<file path="src/rtl/aoc_day3_ascii_parser.sv">
// ASCII-to-digit front end for the day-3 joltage solver: digits, CR and LF in, 4-bit digits with end-of-bank tag out.
// Latency: a digit leaves one cycle after the next DIGIT or LF byte is accepted (one-byte holdback to tag the last digit).
// Backpressure: byte_ready = !digit_valid || digit_ready; output fields are held while stalled. Optional AOC_PARSER_LINE_COUNT_EN adds lines_done.
module aoc_day3_ascii_parser #(
  parameter int LINE_LEN = 14,
  parameter int CNT_W    = $clog2(LINE_LEN + 2)
) (
  input  logic        clk,
  input  logic        rst,
  input  logic [7:0]  byte_in,
  input  logic        byte_valid,
  output logic        byte_ready,
  output logic [3:0]  digit_out,
  output logic        digit_last,
  output logic        digit_valid,
  input  logic        digit_ready,
`ifdef AOC_PARSER_LINE_COUNT_EN
  output logic [15:0] lines_done,
`endif
  output logic        len_err,
  output logic        char_err
);

  // Pending-register occupancy states.
  localparam logic [0:0] EMPTY = 1'b0;
  localparam logic [0:0] FULL  = 1'b1;

  localparam logic [CNT_W-1:0] LEN_C = CNT_W'(LINE_LEN);
  localparam logic [CNT_W-1:0] SAT_C = CNT_W'(LINE_LEN + 1);

  logic [0:0]       state;
  logic [3:0]       pending;
  logic [CNT_W-1:0] count;

  logic accept;
  logic is_digit;
  logic is_lf;
  logic is_cr;
  logic is_bad;
  logic emit;

  assign byte_ready = !digit_valid || digit_ready;
  assign accept     = byte_valid && byte_ready;

  assign is_digit = (byte_in >= 8'h30) && (byte_in <= 8'h39);
  assign is_lf    = (byte_in == 8'h0A);
  assign is_cr    = (byte_in == 8'h0D);
  assign is_bad   = !(is_digit || is_lf || is_cr);

  // A held digit leaves only when a following DIGIT or LF proves whether it was the last of its bank.
  assign emit = accept && (state == FULL) && (is_digit || is_lf);

  // Holdback FSM: pending digit and per-bank digit counter (saturates one past LINE_LEN).
  always_ff @(posedge clk) begin
    if (!rst) begin
      state   <= EMPTY;
      pending <= 4'd0;
      count   <= '0;
    end else if (accept) begin
      if (is_digit) begin
        state   <= FULL;
        pending <= byte_in[3:0];   // low nibble of '0'..'9' is the binary digit
        if (count != SAT_C) begin
          count <= count + CNT_W'(1);
        end
      end else if (is_lf) begin
        state <= EMPTY;
        count <= '0;
      end
    end
  end

  // Output register: load on emit, otherwise drop valid once the downstream takes the digit.
  always_ff @(posedge clk) begin
    if (!rst) begin
      digit_valid <= 1'b0;
      digit_out   <= 4'd0;
      digit_last  <= 1'b0;
    end else if (emit) begin
      digit_valid <= 1'b1;
      digit_out   <= pending;
      digit_last  <= is_lf;
    end else if (digit_ready) begin
      digit_valid <= 1'b0;
    end
  end

  // Sticky error flags; neither stalls the stream.
  always_ff @(posedge clk) begin
    if (!rst) begin
      len_err  <= 1'b0;
      char_err <= 1'b0;
    end else begin
      if (accept && is_bad) begin
        char_err <= 1'b1;
      end
      if (accept && is_digit && (count == LEN_C)) begin
        len_err <= 1'b1;
      end
      if (emit && is_lf && (count != LEN_C)) begin
        len_err <= 1'b1;
      end
    end
  end

`ifdef AOC_PARSER_LINE_COUNT_EN
  // Count banks closed by an LF that emitted a last digit; blank lines do not count.
  always_ff @(posedge clk) begin
    if (!rst) begin
      lines_done <= 16'd0;
    end else if (emit && is_lf) begin
      lines_done <= lines_done + 16'd1;
    end
  end
`endif

endmodule

</file>
<file path="config.mk">
export PLATFORM = sky130hd
export DESIGN_NAME = aoc_day3_ascii_parser
export DESIGN_NICKNAME = d
export VERILOG_FILES = /design/src/rtl/aoc_day3_ascii_parser.sv
export SDC_FILE = /design/constraint.sdc
export NUM_CORES = 1
export LEC_CHECK = 0
export CAP_MARGIN = 0
export CORE_ASPECT_RATIO = 1.25
export CORE_MARGIN = 8
export CORE_UTILIZATION = 49
export CTS_BUF_LIST = sky130_fd_sc_hd__clkbuf_2 sky130_fd_sc_hd__clkbuf_4 sky130_fd_sc_hd__clkbuf_8
export CTS_CLUSTER_SIZE = 12
export DETAILED_ROUTE_END_ITERATION = 16
export GPL_TIMING_DRIVEN = 0
export PLACE_DENSITY = 0.88
export SYNTH_ARGS = -nofsm -noshare
export SYNTH_HDL_FRONTEND = slang
export SYNTH_SLANG_ARGS = --single-unit
</file>
<file path="constraint.sdc">
create_clock -name clk -period 2.1 [get_ports clk]
set_input_delay 0.315 -clock clk [delete_from_list [all_inputs] [get_ports clk]]
set_output_delay 0.315 -clock clk [all_outputs]
set_load 0.005 [all_outputs]
</file>
---- After elaboration in Yosys (flattened, before gate mapping) ----
Index checks and enable logic that the tools add are counted.
word-level totals
  word-level logic and storage cells ...... 46
  register bits ........................... 17
  input bits .............................. 12
  memories kept ........................... 0
  latch bits .............................. 0
  output and inout port bits .............. 9
  bits in read-only memories .............. 0
  bits in writable memories ............... 0
cells by class
  bitwise gates (word level) .............. 0
  magnitude comparators ................... 2
  shifts and indexed selects .............. 0
  multiply operators ...................... 0
  add/sub/neg operators ................... 1
  divide/modulo/power cells ............... 0
  reductions and logical operators ........ 20
  eq/ne operators ......................... 6
  muxes and demuxes ....................... 9
operators by type and width
  kind                                                                                 count
  8-bit by 4-bit equality test with 1-bit output, second input constant                2
  4-bit 2-to-1 mux                                                                     3
  1-bit logical AND                                                                    9
  8-bit by 6-bit greater-or-equal comparator with 1-bit output, second input constant  1
  8-bit by 6-bit less-or-equal comparator with 1-bit output, second input constant     1
  4-bit != test, second input constant                                                 2
  1-bit 2-to-1 mux                                                                     6
  2-bit nonzero test                                                                   3
  4-bit by 1-bit adder with 4-bit output, second input constant                        1
  4-bit equality test, second input constant                                           1
  2-bit AND reduction                                                                  2
  1-bit logical OR                                                                     3
  3-bit AND reduction                                                                  1
  1-bit zero test                                                                      2
  2-bit by 1-bit != test with 1-bit output, second input constant                      1

---- Logic depth before layout (Yosys ltp) ----
  word-level depth ........................ 8
  gate-level depth with buffers ........... 6
  mapped depth without buffers ............ 6

---- Worst setup path before layout ----
Ideal clock, no wire load.
  kind .................................... register -> register
  start ................................... register count[1]
  end ..................................... register count[3]
  required time ........................... 2030 ps
  setup slack ............................. 626 ps
  buffers on the path ..................... 0
  arrival ................................. 1404 ps
  library setup time ...................... 70 ps
  cell stages (with the launch flop) ...... 7
  clock period less this slack ............ 1474 ps
  path through ............................ dfxtp_1 -> ha_1 -> and3_1 -> nand4_1 -> o211ai_4 -> or3_1 -> a21oi_1
between the ends
  cells in the longest elaborated chain, start to end .. 3
  elaborated cells on any way between the ends .. 6
  classes of those cells .................. add/sub (1); eq/ne (2); mux (2); reduce/logical (1)
ends and longest elaborated chain
  element                                                                       RTL line  source
  from (decl)                                                                   33        logic [CNT_W-1:0] count;
  from (signal assigned)                                                        64        count <= count + CNT_W'(1);
  4-bit by 1-bit adder with 4-bit output or 4-bit != test (tied branches)       64, 63
  4-bit 2-to-1 mux or 2-bit by 1-bit != test with 1-bit output (tied branches)  n/a
  4-bit 2-to-1 mux or 3-bit AND reduction (tied branches)                       n/a
Parallel ways exist; a longest one is shown, timed or not. The select of a mux whose other input is x is not followed.
A chain may end at the register's enable or synchronous reset.

---- Final worst setup path ----
  start ................................... input port digit_ready
  end ..................................... output port byte_ready
between the ends
  cells in the longest elaborated chain, start to end .. 1
ends and longest elaborated chain
  element           RTL line  source
  from (decl)       16        input logic digit_ready,
  1-bit logical OR  42        assign byte_ready = !digit_valid || digit_ready;
  to (decl)         12        output logic byte_ready,
Every way passes these cells.

==> results.tsv <==
metric	value	unit
final-report hold violation count	0	
filler-free cell count of the finished design	137	
worst min path class	input pin to flip-flop	
max-capacitance violation count	0	
#FFs+latches synth	17	
cell mode on critical path	clkdlybuf4s50_1	
Ports	21	
effective utilization at floorplan	53.0	%
master cell of the clock root buffer	clkbuf_4	
overall routing resource usage	12.7	%
share of final-layout standard cells stronger than drive strength 1	10.1	%
placed instance area	1050	um^2
crit path kind	input pin to primary output	
crit-path leading delay family	buffers and inverters	
power density over the cells	521	nW/um^2
TritonCTS clock tree	built	
net count after synthesis	110	
setup slack after layout	319	ps
die area	3300	um^2
number of buffers inserted by post-CTS setup repair	0	
cell count along the critical path	3	
initial detailed-routing violation count	17	
transition time at the pin with the least slew margin	380	ps
Synth top area share	40.6	%
top cells by area in the synthesized netlist	dfxtp_1 (41%), nand3_1 (7.8%), a21boi_0 (7.2%)	
GR Overflow Total	0	
post-detailed-routing wire length	2020	um
tightest slew margin relative to the limit	74.4	%
detailed-route vias per instance	5.82	
worst-path cell chain	clkdlybuf4s50_1, nand2b_1, clkdlybuf4s50_1	
Worst Path Buf+Inv	2	
register cell area after layout	340	um^2
Post-CTS Hold Buffers	0	
number of global-route vias before repair	836	
ANT cells	0	
clock latency of the later-clocked register in the worst-skew pair	290	ps
Peak supply drop	503	uV
Resized cells post-CTS	0	
part of the Yosys area used for sequential elements	40.6	%
DIE WIDTH	53.0	um
number of unique standard cell types used by synthesis	32	
element type at the critical path start	input pin	
run status	finished, final reports clean	
length in cells of the worst reg-to-reg path	6	
Fill cells	128	
worst path required time	1780	ps
largest net degree at the start of global routing	11	
deepest clock path buffer count	2	
dominant cell type by area after synthesis	dfxtp_1	
CTS buffer count	3	
final clock skew	1.11	ps
Avg WL per Cell	14.7	um
Avg Synthesized Cell Area	8.73	um^2
final number of max-transition violations	0	
area of the mapped netlist	838	um^2
Core Footprint	1580	um^2
Die Y	62.2	um
sum of net half-perimeters after detailed placement	1590	um
number of port buffers	19	
count of H-tree levels built during CTS	1	
period utilisation layout	84.8	%
Static Leak	0.367	nW
cells after synthesis	96	
WP data arrival	1470	ps
endpoints failing setup	0	
gp weighted congestion	0.796	
Worst Hold Path Cells	3	
first drt pass iteration count	4	
slowest cell delay on critical path	530	ps
wire length of the first global-routing pass	3370	um
count of warnings emitted by yosys	0	
peak clock frequency supported by timing	561	MHz
placed cell count	133	
post-route DRC violation count	0	
pre-CTS setup slack	6.98	ps
Synth-to-Final Area Change	28.7	%
Reg clk slew, reported paths	100	ps
final design area excluding fillers	1080	um^2
kind of end point of the critical path	primary output	
RSZ-0062 raised after global routing	no	
minimum clock period after layout	1780	ps
slowest stage cell on the critical path	clkdlybuf4s50_1	
total negative slack for setup checks	0	ps
row count	16	
Final nets	134	
initial antenna violation count	0	
multi-input combinational cell area	468	um^2
top fanout value on the critical path	5	
Worst Hold Slack	426	ps
post-detailed-route count of antenna-violating nets	0	
via count	798	
number of sinks on the clock net	17	
## tightest hold or removal path: stages
cell and delay, ps:
clkbuf_1 190, nand2_1 110, o21ai_0 60
## state kept, by name, indices dropped and copies added, names as in the netlist
name / flops
digit_out: 4
len_err: 1
digit_valid: 1
pending: 4
char_err: 1
state: 1
count: 4
digit_last: 1
## routing by layer
| metal | track usage (%) | wire [um] |
|---|---|---|
| met5 | 0 | 0 |
| met4 | 5.84 | 17 |
| met3 | 4.76 | 122 |
| met2 | 22.1 | 1070 |
| met1 | 12.4 | 804 |
## final cells by class
type	count	share of cell area [%]
Buffer	4	2.09
Clock buffer	3	2.09
Clock inverter	1	0.464
Inverter	2	0.696
Multi-Input combinational cell	73	43.4
Sequential cell	17	31.6
Tap cell	18	2.09
Timing Repair Buffer	19	17.6
## placed cells by master (no fill, tap or decap), types with 2 or more instances in the layout
master / count
nand4_1: 2
inv_1: 2
dfxtp_1: 17
ha_1: 2
buf_4: 2
a21oi_1: 2
a21oi_2: 2
nand3_1: 13
a21boi_0: 8
nor2_1: 2
and3_1: 2
clkbuf_4: 3
nand2b_1: 2
nand2_1: 12
and2_1: 3
clkdlybuf4s50_1: 19
clkbuf_1: 2
o21ai_0: 7
## report_power, final
group          switching, mW  internal, mW
Sequential           0.00159         0.325
Combinational         0.0280        0.0313
Clock                  0.105        0.0709
## path summary, 6_finish.rpt
kind,slack (ps),to,start
worst max-delay path,320,byte_ready,digit_ready
worst min-delay path,430,digit_out[2],rst
worst max register to register,510,count[3],count[1]
worst min register to register,470,digit_out[2],digit_out[2]
## per-stage QoR
stage / power (mW) / utilization, %
2_1_floorplan: 0.360 / -
3_3_place_gp: 0.391 / 66.5
3_5_place_dp: 0.393 / 66.5
4_1_cts: 0.569 / 68.2
5_1_grt: 0.592 / 68.2
6_report: 0.562 / 68.2
## cells in the mapped netlist
cell       number
nor2_4          1
nor3b_2         1
nor2b_1         1
nand2_1        12
a21boi_0        8
and4_1          1
a21oi_2         2
clkbuf_1        2
inv_1           2
and3_1          2
o31a_1          1
o211ai_4        1
a311oi_1        1
o22ai_1         1
a21oi_1         2
nand4_1         2
a31oi_1         1
mux2i_1         1
nand3_1        13
o21ai_0         7
and2_1          3
or3_1           1
nor2_1          2
and3b_2         1
buf_4           2
o21ai_1         1
o2111ai_1       1
nand2b_1        2
ha_1            2
o21a_1          1
xnor2_1         1
dfxtp_1        17
## kinds of logic after synthesis
| kind of cell | share of synthesized area [%] |
|---|---|
| AOI/OAI and AO/OA | 23.3 |
| adders and majority gates | 2.98 |
| xor gates and xnor gates | 1.04 |
| and+or+nand+nor | 27.3 |
| muxes | 1.19 |
| buffers and inverters | 3.58 |
| DFF | 40.6 |
(Power assumes the default switching activity.)
